[config.mk]
export PLATFORM = sky130hd
export DESIGN_NAME = core_if_buf
export DESIGN_NICKNAME = d
export VERILOG_FILES = /design/src/rtl/core_if_buf_pkg.sv /design/src/rtl/core_if_buf_ptr.sv /design/src/rtl/core_if_buf.sv
export SDC_FILE = /design/constraint.sdc
export NUM_CORES = 1
export LEC_CHECK = 0
export CAP_MARGIN = 20
export CELL_PAD_IN_SITES_DETAIL_PLACEMENT = 1
export CELL_PAD_IN_SITES_GLOBAL_PLACEMENT = 1
export CORE_ASPECT_RATIO = 0.5
export CORE_MARGIN = 4
export CORE_UTILIZATION = 42
export DETAILED_ROUTE_END_ITERATION = 8
export PLACE_DENSITY = 0.93
export SYNTH_ARGS = -nofsm -noshare
export SYNTH_HDL_FRONTEND = slang
export SYNTH_SLANG_ARGS = --single-unit
export TNS_END_PERCENT = 20
[constraint.sdc]
create_clock -name clk -period 4.3 [get_ports clk]
set_input_delay 0.43 -clock clk [delete_from_list [all_inputs] [get_ports clk]]
set_output_delay 0.43 -clock clk [all_outputs]
set_load 0.005 [all_outputs]
[src/rtl/core_if_buf_pkg.sv]
`default_nettype none
// ============================================================================
//  Module   : core_if_buf_pkg
//  Purpose  : Shared constants and types for the in-order fetch buffer.
//             IF_BUF_DEPTH - default number of buffer slots (power of 2, >= 2)
//             NOP_INSTR    - instruction presented to decode when idle
//             PC_START     - reset fetch address of the core
//             if_mode_e    - NORMAL (no stale acks owed) / DRAIN (stale acks owed)
//  Revision : 1.0 - initial release
// ============================================================================
package core_if_buf_pkg;

    localparam int          IF_BUF_DEPTH = 4;
    localparam logic [31:0] NOP_INSTR    = 32'h0000_0013;
    localparam logic [31:0] PC_START     = 32'h0000_0000;

    typedef enum logic [0:0] {
        MODE_NORMAL = 1'b0,
        MODE_DRAIN  = 1'b1
    } if_mode_e;

endpackage : core_if_buf_pkg
`default_nettype wire

[src/rtl/core_if_buf_ptr.sv]
`default_nettype none
// ============================================================================
//  Module   : core_if_buf_ptr
//  Purpose  : Wrapping pointer counter used for the alloc/fill/rd pointers of
//             the fetch buffer. Width carries one extra wrap bit so the parent
//             can tell full from empty by subtraction.
//  Ports    : clk     - clock
//             rst     - synchronous active-high reset (clears to 0)
//             clr_in  - synchronous clear (flush)
//             inc_in  - advance by one (modulo 2^W)
//             cnt_out - current pointer value
//  Revision : 1.0 - initial release
// ============================================================================
module core_if_buf_ptr #(
    parameter int W = 3
) (
    input  logic         clk,
    input  logic         rst,
    input  logic         clr_in,
    input  logic         inc_in,
    output logic [W-1:0] cnt_out
);

    logic [W-1:0] cnt_q;
    logic [W-1:0] cnt_d;

    always_comb begin
        cnt_d = cnt_q;
        if (clr_in) begin
            cnt_d = '0;
        end else if (inc_in) begin
            cnt_d = cnt_q + 1'b1;
        end
    end

    always_ff @(posedge clk) begin
        if (rst) begin
            cnt_q <= '0;
        end else begin
            cnt_q <= cnt_d;
        end
    end

    assign cnt_out = cnt_q;

endmodule : core_if_buf_ptr
`default_nettype wire

[src/rtl/core_if_buf.sv]
`default_nettype none
// ============================================================================
//  Module   : core_if_buf
//  Purpose  : In-order fetch buffer between fetch/L1I and decode. A slot is
//             allocated per issued fetch PC, filled when L1I returns the word,
//             and presented to decode as {instr, pc, pc+4} with valid/ready.
//             After a redirect flush the acks still owed by L1I for killed
//             fetches are counted and discarded.
//  Ports    : clk, rst                   - clock, sync active-high reset
//             flush_in                   - redirect: drop buffered + in-flight
//             req_val_in/req_addr_in     - fetch issued to L1I this cycle
//             req_rdy_out                - slot available for a new fetch
//             l1i_ack_in/l1i_data_in     - in-order instruction return
//             dec_val_out/dec_rdy_in     - decode handshake on head slot
//             dec_instr_out/dec_pc_out/dec_pc_4_out - head slot contents
//  Revision : 1.0 - initial release
// ============================================================================
module core_if_buf
    import core_if_buf_pkg::*;
#(
    parameter int DEPTH = IF_BUF_DEPTH,
    parameter int PTR_W = $clog2(DEPTH)
) (
    input  logic        clk,
    input  logic        rst,
    input  logic        flush_in,
    input  logic        req_val_in,
    input  logic [31:0] req_addr_in,
    output logic        req_rdy_out,
    input  logic        l1i_ack_in,
    input  logic [31:0] l1i_data_in,
    output logic        dec_val_out,
    input  logic        dec_rdy_in,
    output logic [31:0] dec_instr_out,
    output logic [31:0] dec_pc_out,
    output logic [31:0] dec_pc_4_out
);

    localparam int CW = PTR_W + 1;

    // Slot storage
    logic [31:0]      pc_q     [DEPTH];
    logic [31:0]      pc_d     [DEPTH];
    logic [31:0]      instr_q  [DEPTH];
    logic [31:0]      instr_d  [DEPTH];
    logic [DEPTH-1:0] filled_q;
    logic [DEPTH-1:0] filled_d;
    logic [CW-1:0]    drop_cnt_q;
    logic [CW-1:0]    drop_cnt_d;

    logic [CW-1:0]    alloc_ptr;
    logic [CW-1:0]    fill_ptr;
    logic [CW-1:0]    rd_ptr;
    logic [CW-1:0]    used;
    logic [CW-1:0]    pend;
    logic [CW-1:0]    drop_tot;
    logic [CW:0]      occupancy;
    if_mode_e         mode;
    logic             accept;
    logic             ack_fill;
    logic             ack_drop;
    logic             consume;
    logic [31:0]      head_pc;

    assign used      = alloc_ptr - rd_ptr;
    assign pend      = alloc_ptr - fill_ptr;
    // Killed fetches still owed by L1I; bounded by DEPTH because requests
    // are only accepted while used + drop_cnt < DEPTH.
    assign drop_tot  = drop_cnt_q + pend;
    assign occupancy = {1'b0, used} + {1'b0, drop_cnt_q};
    assign mode      = (drop_cnt_q != '0) ? MODE_DRAIN : MODE_NORMAL;

    // Capacity counts stale acks too, so a new fetch can never find its slot
    // still awaiting an old wrong-path word.
    assign req_rdy_out = ~rst & (occupancy < (CW+1)'(DEPTH));

    assign accept   = req_val_in & req_rdy_out & ~flush_in;
    assign ack_drop = l1i_ack_in & ~flush_in & (mode == MODE_DRAIN);
    // An ack with nothing pending is a protocol error and is ignored.
    assign ack_fill = l1i_ack_in & ~flush_in & (mode == MODE_NORMAL) & (pend != '0);
    assign consume  = dec_val_out & dec_rdy_in & ~flush_in;

    core_if_buf_ptr #(.W(CW)) u_alloc_ptr (
        .clk     (clk),
        .rst     (rst),
        .clr_in  (flush_in),
        .inc_in  (accept),
        .cnt_out (alloc_ptr)
    );

    core_if_buf_ptr #(.W(CW)) u_fill_ptr (
        .clk     (clk),
        .rst     (rst),
        .clr_in  (flush_in),
        .inc_in  (ack_fill),
        .cnt_out (fill_ptr)
    );

    core_if_buf_ptr #(.W(CW)) u_rd_ptr (
        .clk     (clk),
        .rst     (rst),
        .clr_in  (flush_in),
        .inc_in  (consume),
        .cnt_out (rd_ptr)
    );

    always_comb begin
        pc_d       = pc_q;
        instr_d    = instr_q;
        filled_d   = filled_q;
        drop_cnt_d = drop_cnt_q;
        if (flush_in) begin
            filled_d = '0;
            // A coincident ack belongs to the oldest owed fetch, so it is
            // consumed from the new owed total right away.
            if (l1i_ack_in && (drop_tot != '0)) begin
                drop_cnt_d = drop_tot - 1'b1;
            end else begin
                drop_cnt_d = drop_tot;
            end
        end else begin
            if (consume) begin
                filled_d[rd_ptr[PTR_W-1:0]] = 1'b0;
            end
            if (ack_fill) begin
                instr_d[fill_ptr[PTR_W-1:0]]  = l1i_data_in;
                filled_d[fill_ptr[PTR_W-1:0]] = 1'b1;
            end
            if (ack_drop) begin
                drop_cnt_d = drop_cnt_q - 1'b1;
            end
            if (accept) begin
                pc_d[alloc_ptr[PTR_W-1:0]]     = req_addr_in;
                filled_d[alloc_ptr[PTR_W-1:0]] = 1'b0;
            end
        end
    end

    always_ff @(posedge clk) begin
        if (rst) begin
            for (int i = 0; i < DEPTH; i++) begin
                pc_q[i]    <= '0;
                instr_q[i] <= '0;
            end
            filled_q   <= '0;
            drop_cnt_q <= '0;
        end else begin
            pc_q       <= pc_d;
            instr_q    <= instr_d;
            filled_q   <= filled_d;
            drop_cnt_q <= drop_cnt_d;
        end
    end

    // Head slot presentation; filled bits are cleared on consume/flush, so
    // the head's filled bit alone qualifies the output.
    assign dec_val_out   = filled_q[rd_ptr[PTR_W-1:0]];
    assign head_pc       = pc_q[rd_ptr[PTR_W-1:0]];
    assign dec_instr_out = dec_val_out ? instr_q[rd_ptr[PTR_W-1:0]] : NOP_INSTR;
    assign dec_pc_out    = dec_val_out ? head_pc : 32'h0;
    assign dec_pc_4_out  = dec_val_out ? (head_pc + 32'd4) : 32'h0;

endmodule : core_if_buf
`default_nettype wire
* Word level (Yosys, flattened, before mapping)
Cells that the tools add are included.
** Operators by class
- Add/subtract/negate cells :: 10
- Multipliers :: 0
- Divide/modulo/power cells :: 0
- Order comparisons :: 12
- Equality and inequality tests :: 0
- Shift operators :: 0
- Muxes and demuxes :: 32
- Bitwise operators :: 20
- Reduce and logical (&&, ||, !) cells :: 13
** Operators with widths (number)
- $mux W32 :: 9
- $bwmux W128 :: 2
- $bmux W32 S2 :: 2
- $demux W32 S2 :: 2
- $add A32 B3 Y32 const B :: 1
- $mux W4 :: 5
- $add A3 B1 Y3 const B :: 3
- $and A1 B1 Y1 :: 9
- $ge A3 B3 Y1 const B :: 3
- $lt A2 B3 Y1 const B :: 3
- $mux W3 :: 3
- $not A2 Y3 :: 3
- $reduce_bool A3 Y1 :: 3
- $and A4 B4 Y4 :: 2
- $not A4 Y4 :: 2
- $demux W1 S2 :: 3
- $ge A2 B1 Y1 const B :: 3
- $logic_and A1 B1 Y1 :: 6
- $lt A3 B1 Y1 const B :: 2
- $sub A3 B1 Y3 const B :: 2
- $sub A3 B3 Y3 :: 2
- $mux W1 :: 5
- $add A3 B3 Y4 :: 1
- $lt A4 B3 Y1 const B :: 1
- 7 further kinds :: 10
** Word-level totals
- Register bits :: 272
- Latch bits :: 0
- Bits in writable memories :: 0
- ROM bits :: 0
- Output and inout bits :: 98
- Logic and storage cells :: 100
- Memories :: 0

* Logic depth before layout (Yosys ltp)
Gate-level depths: netlist of the first run.
- Depth in word-level cells :: 13
- Mapped depth :: 17
- Depth with buffers taken out :: 13

* By module
Synthesis of the first run repeated with hierarchy kept, for this count alone.
** Second synthesis, totals
- Cells, all modules :: 1438
- Area total of the unflattened synthesis :: 12549.5 um^2
** Modules (own cells, without submodules)
- core_if_buf :: times used 1, cells each 1402, area an instance 12166.7 um^2
- core_if_buf_ptr :: times used 3, cells each 12, area an instance 127.6 um^2

* Worst setup path before layout of the first run
No wires, ideal clock.
- Path type :: flip-flop to flip-flop
- Start point :: register u_rd_ptr.cnt_q[1] (netlist: u_rd_ptr.cnt_out[1])
- End point :: register pc_q[100] (netlist name)
- Arrival :: 3.941 ns
- Required time :: 4.230 ns
- Setup slack :: 0.289 ns
- Stages on the path, launching flop included :: 18
- Buffers on the path :: 8
- Clock period less this slack :: 4.011 ns
- Cells stage by stage :: dfxtp_1 > buf_4 > buf_4 > buf_4 > buf_2 > buf_1 > inv_1 > fa_1 > xor2_1 > xnor2_1 > ha_1 > nor4_1 > o2111a_1 > buf_2 > clkbuf_1 > clkbuf_1 > nand3_1 > a21oi_1
** Between the ends
- Cells in the longest elaborated chain, start to end :: 7
** RTL lines
- start: declaration :: line core_if_buf_ptr.sv:24 : logic [W-1:0] cnt_q;
- start signal: assignment :: line core_if_buf_ptr.sv:40 : cnt_q <= cnt_d;
- $sub A3 B3 Y3 :: line core_if_buf.sv:65 : assign used = alloc_ptr - rd_ptr;
- $add A3 B3 Y4 :: line core_if_buf.sv:70 : assign occupancy = {1'b0, used} + {1'b0, drop_cnt_q};
- $lt A4 B3 Y1 :: line core_if_buf.sv:75 : assign req_rdy_out = ~rst & (occupancy < (CW+1)'(DEPTH));
- $and A1 B1 Y1 :: line core_if_buf.sv:75
- $and A1 B1 Y1 (2 in series) :: line core_if_buf.sv:77 : assign accept = req_val_in & req_rdy_out & ~flush_in;
- $reduce_and A2 Y1 (no source line)
- end signal: assignment :: line core_if_buf.sv:148 : pc_q <= pc_d;
- end: declaration :: line core_if_buf.sv:42 : logic [31:0] pc_q [DEPTH];
No other way between the ends.
A chain may end at the register's enable or synchronous reset.

* Worst setup path in the final report of the first run
- Start point :: register u_rd_ptr.cnt_q[1] (netlist: u_rd_ptr.cnt_out[1])
- End point :: output port dec_pc_4_out[30]
** Between the ends
- Cells in the longest elaborated chain, start to end :: 6
- Elaborated cells between the ends (all ways) :: 8
- Those cells by class :: 1 x add/sub; 6 x mux; 1 x bitwise
** RTL lines
- $not A2 Y3 (implied by the code) :: line core_if_buf.sv:158 : assign head_pc = pc_q[rd_ptr[PTR_W-1:0]];
- $bmux W32 S2 :: line core_if_buf.sv:158
- $mux W32 (implied by the code) (2 in series) :: line core_if_buf.sv:158
- $add A32 B3 Y32 :: line core_if_buf.sv:161 : assign dec_pc_4_out = dec_val_out ? (head_pc + 32'd4) : 32'h0;
- $mux W32 * :: line core_if_buf.sv:161
- end: declaration :: line core_if_buf.sv:36 : output logic [31:0] dec_pc_4_out
Every way passes the cells marked *; elsewhere a longest branch is shown, timed or not. The select of a mux whose other input is x is not followed.

==> results of run 1 <==
synthesized netlist by cell type (all sizes together):
library cell	instances
nand2	410
dfxtp	272
a21oi	267
nand3	137
clkbuf	101
and2	64
mux4	64
nor2	44
buf	32
inv	25
ha	22
mux2	13
xor2	12
xnor2	11
nand4	10
o21ai	7
and4	6
nor3	6
nor4	5
a211oi	3
a221oi	3
fa	3
mux2i	3
nand2b	3
nor3b	3
or3	3
nor2b	2
a311oi	1
and3	1
nor4b	1
o2111a	1
o21a	1
or2	1
xor3	1
power groups by stage:
stage | Combinational [mW] | Clock, mW | Sequential, mW
6_report | 0.392 | 2.39 | 2.56
5_1_grt | 0.427 | 2.53 | 2.57
4_1_cts | 0.391 | 2.42 | 2.56
3_5_place_dp | 0.386 | 0 | 2.62
3_3_place_gp | 0.370 | 0 | 2.62
2_1_floorplan | 0.214 | 0 | 2.61
flip-flops by register name, summed over array words and instances (netlist names):
name                 flops
u_alloc_ptr.cnt_out      3
instr_q                128
pc_q                   128
u_rd_ptr.cnt_out         3
drop_cnt_q               3
filled_q                 4
u_fill_ptr.cnt_out       3
area by class of cell:
type                       instances  area (µm²)  area share
timing repair buffer             199        1940       0.124
sequential                       272        5450       0.348
multi-input combinational       1108        6790       0.434
tap                              399         499      0.0319
antenna                            2        5.00    0.000320
clock buffer                      35         756      0.0483
clock inverter                    13         121     0.00775
inverter                          25        93.8     0.00599
logic make-up after synthesis:
kind of cell / after synthesis / synth area share
simple gates: 696 / 0.240
compound gates: 283 / 0.112
flops: 272 / 0.422
buf+inv: 158 / 0.0529
mux: 80 / 0.130
fa+ha+maj: 25 / 0.0260
xor+xnor: 24 / 0.0174
critical path, stage by stage, from the launching register on:
cell and delay, ps:
sky130_fd_sc_hd__dfxtp_4 590, sky130_fd_sc_hd__buf_4 610, sky130_fd_sc_hd__mux4_2 390, sky130_fd_sc_hd__nand4_1 130
sky130_fd_sc_hd__nor4_2 430, sky130_fd_sc_hd__nor3b_1 270, sky130_fd_sc_hd__mux2_2 370, sky130_fd_sc_hd__clkdlybuf4s50_1 440
timing repair:
item	CTS	global route
hold endpoints to repair	0	0
endpoints found under the setup margin	1	0
buffers inserted	2	0
worst paths after layout:
kind | slack [ps] | to
min reg2reg | 460 | instr_q[13]
max reg2reg | 600 | pc_q[107]
min | 360 | drop_cnt_q[1]
max | 90 | dec_pc_4_out[30]
stage by stage:
stage,hold slack (ps),power [mW],util,cells
finish,357,5.35,0.517,2053
floorplan,432,2.83,-,1538
CTS,336,5.37,0.517,2051
detailed placement,444,3.01,0.487,2001
global placement,438,2.99,0.487,2001
global route,375,5.52,0.517,2053
per-layer routing:
layer / up-vias / routed length [µm] / track usage
met5: - / 0 / 0
met4: 0 / 1200 / 0.0818
met3: 102 / 2110 / 0.0349
met2: 363 / 22200 / 0.451
met1: 5995 / 17500 / 0.291
li1: 5431 / - / -
==> flow_summary_export.csv, run 1 <==
group,metric,value,unit
outcome,result_of_the_run,"complete, no violations",
floorplanning,floorplan.initialDensity,0.426,
clocking,clock_tree_from_tritoncts,"done",
worst_setup_path,timing.critical_path.from_type,"flop",
grt,grt_overflow,0,
clocking,cts_sinks,272,
timing,setup_repair_after_global_routing_missed_its_margin,"no",
worst_hold_path,worst_hold_startpoint,"rst",
pwr,clockPowerShare,0.447,
placement,gpl.final_weighted_congestion,0.811,
pwr,vdd_ir_drop_max,0.000258,V
clocking,cts_buffers,26,
worst_hold_path,worst_hold_path_type,"primary input to flop",
route,initialDrtViolationCount,912,
finish,final_common_cell,"sky130_fd_sc_hd__nand2_1",
placement,io_buffers,167,
placement,post_dp_cell_area,14800,µm²
timing,slew_viol_final,0,
route,ant_nets,0,
clocking,post_cts_resize_count,0,
clocking,cts_hold_buffers,0,
worst_setup_path,largest_fanout_on_the_critical_path,37,
yosys,yosysTopAreaCellShare,0.422,
pwr,power.share.combinational,0.073,
worst_setup_path,startpoint,"u_rd_ptr.cnt_out[1]",
timing,finalWorstPathRequiredPeriod,4210,ps
clocking,max-clock-path-buffers,3,
finish,final_design_area_no_fill,15700,µm²
yosys,synth-seq-cells,272,
timing,setup_tns,0,ps
timing,final.period_utilization,0.979,
yosys,synth.yosys.seq_area_share,0.422,
finish,ratio_of_cells_with_drive_above_1_in_the_final_layout,0.0908,
pwr,total_switching_power,1.29,mW
floorplanning,die_height,132,µm
floorplanning,die-width,256,µm
route,finalWirelength,43100,µm
pwr,p_int,4.05,mW
pwr,share_seq_of_total_power,0.480,
clocking,clock_tree.htree_level_count,1,
worst_setup_path,crit_type,"flop to output port",
yosys,post_synth_main_area_contributors,"sky130_fd_sc_hd__dfxtp_1 (42%), sky130_fd_sc_hd__nand2_1 (12%), sky130_fd_sc_hd__a21oi_1 (10%)",
timing,achievable-frequency,238,MHz
yosys,post_synth.cell_area_avg,8.40,µm²
grt,grt_start_max_net_pins,103,
yosys,yosysTopAreaCell,"sky130_fd_sc_hd__dfxtp_1",
grt,global_router_s_overall_resource_usage,0.243,
grt,antenna_found_initial,2,
clocking,worst_setup_hold_path_clk_slew,70,ps
grt,global_route_wire_length_before_repair,68000,µm
route,detail_route.wl_per_cell,21.0,µm
placement,detailedPlace.worstSlack,552,ps
floorplanning,die-area,33800,µm²
timing,worst_slack,91.3,ps
route,vias,11891,
route,ratio_of_routed_vias_to_standard_cells,5.79,
worst_setup_path,critical_path.reg2reg.startpoint,"u_rd_ptr.cnt_out[0]",
timing,worst_clock_skew,16.3,ps
worst_setup_path,cp.required,3870,ps
floorplanning,placeableCoreArea,30300,µm²
clocking,clk-insertion-delay-late,540,ps
finish,layout-area-overhead-vs-synth,21.3,%
yosys,synth_nets,1633,
timing,worstMarginPinSlew,1100,ps
yosys,synthCells,1538,
placement,dpl.hpwl,26200,µm
pwr,power_density,341,nW/µm²
clocking,cts_root_buffer,"sky130_fd_sc_hd__clkbuf_16",
flow_run,maxCapViolCount,0,
timing,slew_headroom,0.267,
finish,nFillCells,3528,
yosys,synth_cell_types,45,
floorplanning,top_level_ports,168,
worst_setup_path,worst-r2r-cell-count,13,
finish,layout.cells.most_common_list,"sky130_fd_sc_hd__nand2_1 (410), sky130_fd_sc_hd__dfxtp_1 (270), sky130_fd_sc_hd__a21oi_1 (267), sky130_fd_sc_hd__clkdlybuf4s50_1 (166), sky130_fd_sc_hd__nand3_1 (136)",
floorplanning,std_cell_rows,45,
grt,number_of_global_route_vias_before_repair,12674,
yosys,yosysWarnings,0,
route,drcViolationCount,0,
worst_hold_path,timing.hold.worst_path_depth,2,
timing,setup-violations-final,0,
worst_setup_path,cp.arrival,3780,ps
yosys,netlist_area,12900,µm²
timing,hold_viol_final,0,
pwr,leakage_dissipation,5.10,nW
finish,number_of_nets_in_the_finished_design,1727,
route,count_of_tritonroute_iterations_in_the_first_routing_pass,5,
worst_setup_path,critical_path.endpoint_type,"output port",
pwr,power.switching_fraction,0.242,
(Power assumes the default switching activity.)
==> run 2: changes to the inputs <==
- TNS_END_PERCENT: 20 -> 30
==> results of run 2 <==
No change in the layout: final DEF, timing and power equal those of run 1.
